### src/rtl/riscv_mem_stage_lsu_pkg.sv
// Shared RV32I funct3 / writeback-select constants and the MEM-stage LSU state type.
package riscv_mem_stage_lsu_pkg;

   localparam logic [2:0] LOAD_8        = 3'b000;
   localparam logic [2:0] LOAD_16       = 3'b001;
   localparam logic [2:0] LOAD_32       = 3'b010;
   localparam logic [2:0] LOAD_8_UNSGN  = 3'b100;
   localparam logic [2:0] LOAD_16_UNSGN = 3'b101;

   localparam logic [2:0] S_8  = 3'b000;
   localparam logic [2:0] S_16 = 3'b001;
   localparam logic [2:0] S_32 = 3'b010;

   localparam logic [1:0] RD_MEM_BYPASS_ALU       = 2'd0;
   localparam logic [1:0] RD_MEM_BYPASS_PC_PLUS_4 = 2'd1;
   localparam logic [1:0] RD_MEM_BYPASS_MEM_DATA  = 2'd2;

   localparam int unsigned LSU_DEFAULT_TIMEOUT = 255;

   typedef enum logic [1:0] {
      IDLE,
      WAIT_GNT,
      WAIT_RSP
   } lsu_state_t;

endpackage

### src/rtl/riscv_lsu_align.sv
// Lane alignment for the LSU: request-side byte enables, store data and misalign/illegal
// detection from the incoming op; response-side load extraction from the latched op.
module riscv_lsu_align
   import riscv_mem_stage_lsu_pkg::*;
(
   input  logic [2:0]  req_funct3,
   input  logic        req_is_load,
   input  logic [1:0]  req_addr_lo,
   input  logic [31:0] req_rs2,
   output logic [3:0]  req_be,
   output logic [31:0] req_wdata,
   output logic        req_misaligned,
   input  logic [2:0]  rsp_funct3,
   input  logic [1:0]  rsp_addr_lo,
   input  logic [31:0] rsp_rdata,
   output logic [31:0] rsp_load_data
);

   logic        legal;
   logic        size_mis;
   logic [31:0] shifted;

   always_comb begin
      legal = 1'b0;
      if (req_is_load) begin
         case (req_funct3)
            LOAD_8, LOAD_16, LOAD_32, LOAD_8_UNSGN, LOAD_16_UNSGN: legal = 1'b1;
            default: legal = 1'b0;
         endcase
      end else begin
         case (req_funct3)
            S_8, S_16, S_32: legal = 1'b1;
            default: legal = 1'b0;
         endcase
      end
   end

   // Access size lives in funct3[1:0] for both loads and stores.
   always_comb begin
      req_be    = 4'b0000;
      req_wdata = req_rs2;
      size_mis  = 1'b1;
      case (req_funct3[1:0])
         2'b00: begin
            req_be    = 4'b0001 << req_addr_lo;
            req_wdata = {4{req_rs2[7:0]}};
            size_mis  = 1'b0;
         end
         2'b01: begin
            req_be    = 4'b0011 << req_addr_lo;
            req_wdata = {2{req_rs2[15:0]}};
            size_mis  = req_addr_lo[0];
         end
         2'b10: begin
            req_be    = 4'b1111;
            req_wdata = req_rs2;
            size_mis  = (req_addr_lo != 2'b00);
         end
         default: begin
            req_be    = 4'b0000;
            req_wdata = req_rs2;
            size_mis  = 1'b1;
         end
      endcase
      req_misaligned = ~legal | size_mis;
   end

   assign shifted = rsp_rdata >> {rsp_addr_lo, 3'b000};

   always_comb begin
      case (rsp_funct3)
         LOAD_8:        rsp_load_data = {{24{shifted[7]}}, shifted[7:0]};
         LOAD_16:       rsp_load_data = {{16{shifted[15]}}, shifted[15:0]};
         LOAD_8_UNSGN:  rsp_load_data = {24'h0, shifted[7:0]};
         LOAD_16_UNSGN: rsp_load_data = {16'h0, shifted[15:0]};
         default:       rsp_load_data = shifted;
      endcase
   end

endmodule

### src/rtl/riscv_mem_stage_lsu.sv
// RV32I MEM stage: non-mem ops pass through in 1 cycle; loads/stores run req/gnt/rvalid (>=2 cycles)
// while stall_o holds upstream; misaligned ops and bus timeouts retire with an exception pulse.
module riscv_mem_stage_lsu
   import riscv_mem_stage_lsu_pkg::*;
#(
   parameter int unsigned TIMEOUT_CYCLES = LSU_DEFAULT_TIMEOUT,
   parameter logic [4:0]  RESET_RD       = 5'd0
) (
   input  logic        clk,
   input  logic        rst,
   input  logic        in_valid,
   input  logic        in_is_load,
   input  logic        in_is_store,
   input  logic [2:0]  in_funct3,
   input  logic [31:0] in_alu_res,
   input  logic [31:0] in_pc_plus4,
   input  logic [31:0] in_rs2,
   input  logic [4:0]  in_rd,
   input  logic        in_rd_we,
   input  logic [1:0]  in_rd_sel,
   output logic        stall_o,
   output logic        mem_req,
   output logic        mem_we,
   output logic [3:0]  mem_be,
   output logic [31:0] mem_addr,
   output logic [31:0] mem_wdata,
   input  logic        mem_gnt,
   input  logic        mem_rvalid,
   input  logic [31:0] mem_rdata,
   output logic        wb_valid,
   output logic        wb_we,
   output logic [4:0]  wb_rd,
   output logic [31:0] wb_data,
   output logic        exc_misalign,
   output logic        exc_bus_err
);

   localparam logic [15:0] TMO_LAST = 16'(TIMEOUT_CYCLES - 1);

   lsu_state_t  state_q, state_d;
   logic [15:0] tmo_cnt_q;
   logic        op_is_load_q, op_rd_we_q;
   logic [2:0]  op_funct3_q;
   logic [1:0]  op_addr_lo_q;
   logic [4:0]  op_rd_q;

   logic        mem_op, misaligned, issue, timeout, rsp_done;
   logic [3:0]  req_be;
   logic [31:0] req_wdata, load_data;

   riscv_lsu_align u_align (
      .req_funct3     (in_funct3),
      .req_is_load    (in_is_load),
      .req_addr_lo    (in_alu_res[1:0]),
      .req_rs2        (in_rs2),
      .req_be         (req_be),
      .req_wdata      (req_wdata),
      .req_misaligned (misaligned),
      .rsp_funct3     (op_funct3_q),
      .rsp_addr_lo    (op_addr_lo_q),
      .rsp_rdata      (mem_rdata),
      .rsp_load_data  (load_data)
   );

   assign mem_op   = in_valid & (in_is_load | in_is_store);
   assign issue    = (state_q == IDLE) & mem_op & ~misaligned;
   assign timeout  = (state_q != IDLE) & (tmo_cnt_q == TMO_LAST);
   // A grant that carries its response in the same cycle completes the op immediately.
   assign rsp_done = ((state_q == WAIT_GNT) & mem_gnt & mem_rvalid) |
                     ((state_q == WAIT_RSP) & mem_rvalid);

   always_ff @(posedge clk) begin
      if (rst) state_q <= IDLE;
      else     state_q <= state_d;
   end

   always_comb begin
      state_d = state_q;
      stall_o = 1'b0;
      case (state_q)
         IDLE: begin
            if (issue) begin
               state_d = WAIT_GNT;
               stall_o = 1'b1;
            end
         end
         WAIT_GNT: begin
            stall_o = ~rsp_done & ~timeout;
            if (rsp_done || timeout) state_d = IDLE;
            else if (mem_gnt)        state_d = WAIT_RSP;
         end
         WAIT_RSP: begin
            stall_o = ~rsp_done & ~timeout;
            if (rsp_done || timeout) state_d = IDLE;
         end
         default: state_d = IDLE;
      endcase
   end

   always_ff @(posedge clk) begin
      if (rst) begin
         mem_req      <= 1'b0;
         mem_we       <= 1'b0;
         mem_be       <= 4'b0000;
         mem_addr     <= '0;
         mem_wdata    <= '0;
         wb_valid     <= 1'b0;
         wb_we        <= 1'b0;
         wb_rd        <= RESET_RD;
         wb_data      <= '0;
         exc_misalign <= 1'b0;
         exc_bus_err  <= 1'b0;
         tmo_cnt_q    <= '0;
         op_is_load_q <= 1'b0;
         op_rd_we_q   <= 1'b0;
         op_funct3_q  <= '0;
         op_addr_lo_q <= '0;
         op_rd_q      <= '0;
      end else begin
         wb_valid     <= 1'b0;
         exc_misalign <= 1'b0;
         exc_bus_err  <= 1'b0;
         tmo_cnt_q    <= (state_q == IDLE) ? 16'd0 : tmo_cnt_q + 16'd1;

         if ((state_q == IDLE) && in_valid) begin
            if (issue) begin
               mem_req      <= 1'b1;
               mem_we       <= in_is_store;
               mem_be       <= req_be;
               mem_addr     <= {in_alu_res[31:2], 2'b00};
               mem_wdata    <= in_is_store ? req_wdata : 32'h0;
               op_is_load_q <= in_is_load;
               op_rd_we_q   <= in_rd_we;
               op_funct3_q  <= in_funct3;
               op_addr_lo_q <= in_alu_res[1:0];
               op_rd_q      <= in_rd;
            end else if (mem_op) begin
               wb_valid     <= 1'b1;
               wb_we        <= 1'b0;
               wb_rd        <= in_rd;
               exc_misalign <= 1'b1;
            end else begin
               wb_valid <= 1'b1;
               wb_we    <= in_rd_we & (in_rd != 5'd0);
               wb_rd    <= in_rd;
               wb_data  <= (in_rd_sel == RD_MEM_BYPASS_PC_PLUS_4) ? in_pc_plus4 : in_alu_res;
            end
         end

         if ((state_q == WAIT_GNT) && (mem_gnt || timeout)) mem_req <= 1'b0;

         if (rsp_done) begin
            wb_valid <= 1'b1;
            wb_rd    <= op_rd_q;
            wb_we    <= op_is_load_q & op_rd_we_q & (op_rd_q != 5'd0);
            if (op_is_load_q) wb_data <= load_data;
         end else if (timeout) begin
            wb_valid    <= 1'b1;
            wb_we       <= 1'b0;
            wb_rd       <= op_rd_q;
            exc_bus_err <= 1'b1;
         end
      end
   end

endmodule
### config.mk
export PLATFORM = sky130hd
export DESIGN_NAME = riscv_mem_stage_lsu
export DESIGN_NICKNAME = d
export VERILOG_FILES = /design/src/rtl/riscv_mem_stage_lsu_pkg.sv /design/src/rtl/riscv_lsu_align.sv /design/src/rtl/riscv_mem_stage_lsu.sv
export SDC_FILE = /design/constraint.sdc
export NUM_CORES = 1
export LEC_CHECK = 0
export ABC_AREA = 1
export BUFFER_PORTS_ARGS = -buffer_cell sky130_fd_sc_hd__clkbuf_2
export CAP_MARGIN = 30
export CELL_PAD_IN_SITES_DETAIL_PLACEMENT = 0
export CELL_PAD_IN_SITES_GLOBAL_PLACEMENT = 2
export CORE_UTILIZATION = 25
export DETAILED_ROUTE_END_ITERATION = 8
export GPL_TIMING_DRIVEN = 0
export PLACE_DENSITY = 0.88
export SLEW_MARGIN = 30
export SYNTH_ARGS = -nofsm -noshare
export SYNTH_HDL_FRONTEND = slang
export SYNTH_SLANG_ARGS = --single-unit
### constraint.sdc
create_clock -name clk -period 2.4 [get_ports clk]
set_input_delay 0.48 -clock clk [delete_from_list [all_inputs] [get_ports clk]]
set_output_delay 0.48 -clock clk [all_outputs]
set_load 0.01 [all_outputs]
==> run_results.csv <==
group,metric,value,unit
run_status,status,"completed",
logic_synthesis,synth_top_area_frac,0.406,
global_routing,grt_usage,0.202,
worst_hold_path,min_path_type,"input pin to register",
finish,final_common_cell,"nand2_1",
drt,ant_nets,0,
timing,hold_viol,0,
setup_path,cp_slowest_stage_delay,370,ps
finish,syn_to_final_growth,36.2,%
power,ir_drop,0.000385,V
logic_synthesis,synth-seq-cells,139,
power,finalPower,7.68,mW
worst_hold_path,hold_path.startpoint,"in_rs2[3]",
worst_hold_path,holdPathStages,3,
global_routing,grt_max_degree,17,
timing,period_share,0.941,
clock_tree,cts_tree,"built",
logic_synthesis,synth_edf_count,0,
floorplan,die_x,168,µm
setup_path,r2r-end,"wb_data[22]",
setup_path,crit_slowest_cell,"dfxtp_4",
placement,routabilityCongestion,0.879,
worst_hold_path,min_to,"mem_wdata[3]",
timing,fin_skew,11.0,ps
floorplan,row_count,60,
logic_synthesis,synthCells,1032,
global_routing,antenna_found_initial,0,
logic_synthesis,syn-cell-area,6860,µm²
drt,drcViolationCount,0,
finish,n_fill_cell,2980,
logic_synthesis,yosysWarnings,0,
floorplan,core_area,27000,µm²
global_routing,grt.overflow.total,0,
drt,drtIter0Drc,489,
clock_tree,root_buffer,"clkbuf_16",
setup_path,ff2ff_setup_slack,170,ps
clock_tree,worstSkewPairLatency,420,ps
logic_synthesis,synth_ff_type,"dfxtp_1",
setup_path,cp_max_fo,4,
setup_path,arrival,1780,ps
drt,routedWlPerCell,17.0,µm
timing,tns,0,ps
finish,diodes,0,
flow_run,drv_cap,0,
clock_tree,ctsHoldBuffers,0,
logic_synthesis,syn_area_per_cell,6.65,µm²
power,cellPowerDensity,822,nW/µm²
placement,place_area,8570,µm²
floorplan,ioPinCount,258,
timing,post-route-min-period,2260,ps
clock_tree,htreeDepth,4,
logic_synthesis,netlist-cell-type-count,36,
logic_synthesis,synth_area_leaders,"dfxtp_1 (41%), nand2_1 (14%), o21ai_0 (9.0%), nor2_1 (7.3%), a21oi_1 (6.7%)",
setup_path,rr_worst_depth,11,
timing,hold_ws,300,ps
finish,fin_nets,1465,
setup_path,end_kind,"output port",
floorplan,die_area,28100,µm²
finish,fin_area,9340,µm²
clock_tree,clk_pin_slew,60,ps
placement,port_buffers,255,
clock_tree,cts.sinks,139,
timing,worst_pin_slew,683,ps
drt,routed_wl,28400,µm
logic_synthesis,yosysSeqAreaShare,0.406,
drt,routed_via_density,4.67,
timing,timing.fmax,443,MHz
setup_path,required,1920,ps
power,p_leak,4.33,nW
setup_path,worstSetupStartpointType,"register",
timing,drv_slew,0,
floorplan,initial_utilization,0.255,
logic_synthesis,yosysTopAreaCell,"dfxtp_1",
timing,slew_headroom,0.545,
placement,dp_hpwl,22600,µm
global_routing,grt_first_pass_wirelength,43300,µm
drt,first_pass_iters,5,
clock_tree,clk_path_buf_depth,2,
global_routing,grt_pass1_vias,7634,
floorplan,die_y,168,µm
setup_path,r2r-start,"state_q[1]",
logic_synthesis,postSynth.asyncResetShare,0,
finish,layout_common_cells,"nand2_1 (258), clkbuf_2 (254), dfxtp_1 (136)",
finish,layout-drive-gt1-share,0.261,
drt,vias,7783,
setup_path,critPathKind,"register to output port",
clock_tree,cts_buffers,17,
setup_path,worstPathCellList,"inv_2 -> ha_4 -> nor2_1 -> nand2_1 -> nor2_1 -> nand2_2 -> nand2_2 -> inv_2 -> nand2_1 -> a21oi_4 -> buf_6",
timing,finalSetupViolations,0,
timing,grt_setup_unrepaired,"no",
## layout make-up
cell class	count	area, µm²	area share
clock buffer	20	457	0.0489
tap	341	427	0.0457
inverter	76	285	0.0305
clock inverter	11	215	0.0230
sequential	139	2790	0.299
buffer	62	299	0.0320
multi-input combinational	755	3530	0.378
timing repair buffer	262	1340	0.143
## routing by layer
| metal | GRT usage | vias up | share of wire |
|---|---|---|---|
| li1 | - | 3951 | - |
| met1 | 0.255 | 3509 | 0.44 |
| met2 | 0.334 | 291 | 0.46 |
| met3 | 0.0553 | 32 | 0.077 |
| met4 | 0.0566 | 0 | 0.019 |
| met5 | 0 | - | 0 |
## report_power, final
| part | switching [mW] | internal, mW | leakage (nW) |
|---|---|---|---|
| registers | 0.145 | 2.55 | 1.13 |
| logic | 1.22 | 0.722 | 2.87 |
| clock network | 1.03 | 2.00 | 0.326 |
| total | 2.40 | 5.28 | 4.33 |
## worst max-delay path, delay by kind of cell, from the launching register on
| kind | cells | cell delay [ps] |
|---|---|---|
| and+or+nand+nor | 6 | 540 |
| DFF | 1 | 370 |
| buffers and inverters | 3 | 220 |
| adders and majority gates | 1 | 180 |
| AOI/OAI and AO/OA | 1 | 70 |
## stage by stage
step | setup slack [ps] | util | std cells
CTS | 8.57 | 0.345 | 1662
floorplan | 418 | - | 1033
detailed placement | -10.1 | 0.318 | 1629
finish | 142 | 0.347 | 1666
global route | 0.848 | 0.347 | 1666
global placement | -42.1 | 0.318 | 1629
## sequential cells by signal (all words and copies together), names as in the netlist
name and count:
mem_we 1, wb_we 1, wb_data 32, wb_rd 5, mem_req 1, tmo_cnt_q 16, exc_bus_err 1, op_funct3_q 3
wb_valid 1, state_q 2, op_is_load_q 1, op_rd_we_q 1, op_addr_lo_q 2, mem_wdata 32, mem_be 4, exc_misalign 1
mem_addr 30, op_rd_q 5
## Yosys cell counts, types with 2 or more instances
library cell and number:
buf_1 2, inv_1 71, o22ai_1 5, o21ai_0 124, dfxtp_1 139, clkinv_1 2
buf_6 2, inv_2 3, a31oi_1 10, a21oi_1 92, nor2_1 133, clkbuf_1 30
nand2_1 262, o211ai_1 20, nand3_1 48, nor3_1 16, o22a_1 3, nand3b_1 6
nor2_2 3, ha_1 6, buf_4 9, o21ai_1 6, nand4_1 7, nor4_1 2
buf_2 20
## worst max path at each step
stage,endpoint,slack (ps),cells past startpoint,from
after floorplan,stall_o,420,8,state_q[0]
after global placement,stall_o,-40,9,state_q[0]
after detailed placement,stall_o,-10,9,state_q[0]
after CTS,stall_o,9,12,tmo_cnt_q[0]
after global routing,stall_o,0.8,12,tmo_cnt_q[0]
final,stall_o,140,11,state_q[0]
## cells by family after synthesis
kind of cell | count (synthesis) | synth area share
and+or+nand+nor | 482 | 0.288
AOI/OAI and AO/OA | 263 | 0.205
buffers and inverters | 139 | 0.0868
DFF | 139 | 0.406
adders and majority gates | 6 | 0.0109
xor gates and xnor gates | 2 | 0.00255
other | 1 | 0.000547
## repair_timing
action / in CTS / in global routing
setup endpoints to repair: 1 / 1
pin swaps: 3 / 2
resized for setup: 16 / 5
cloned: 0 / 0
setup buffers: 2 / 5
hold endpoints to repair: 0 / 0
Power figures use the tool's default switching activity.
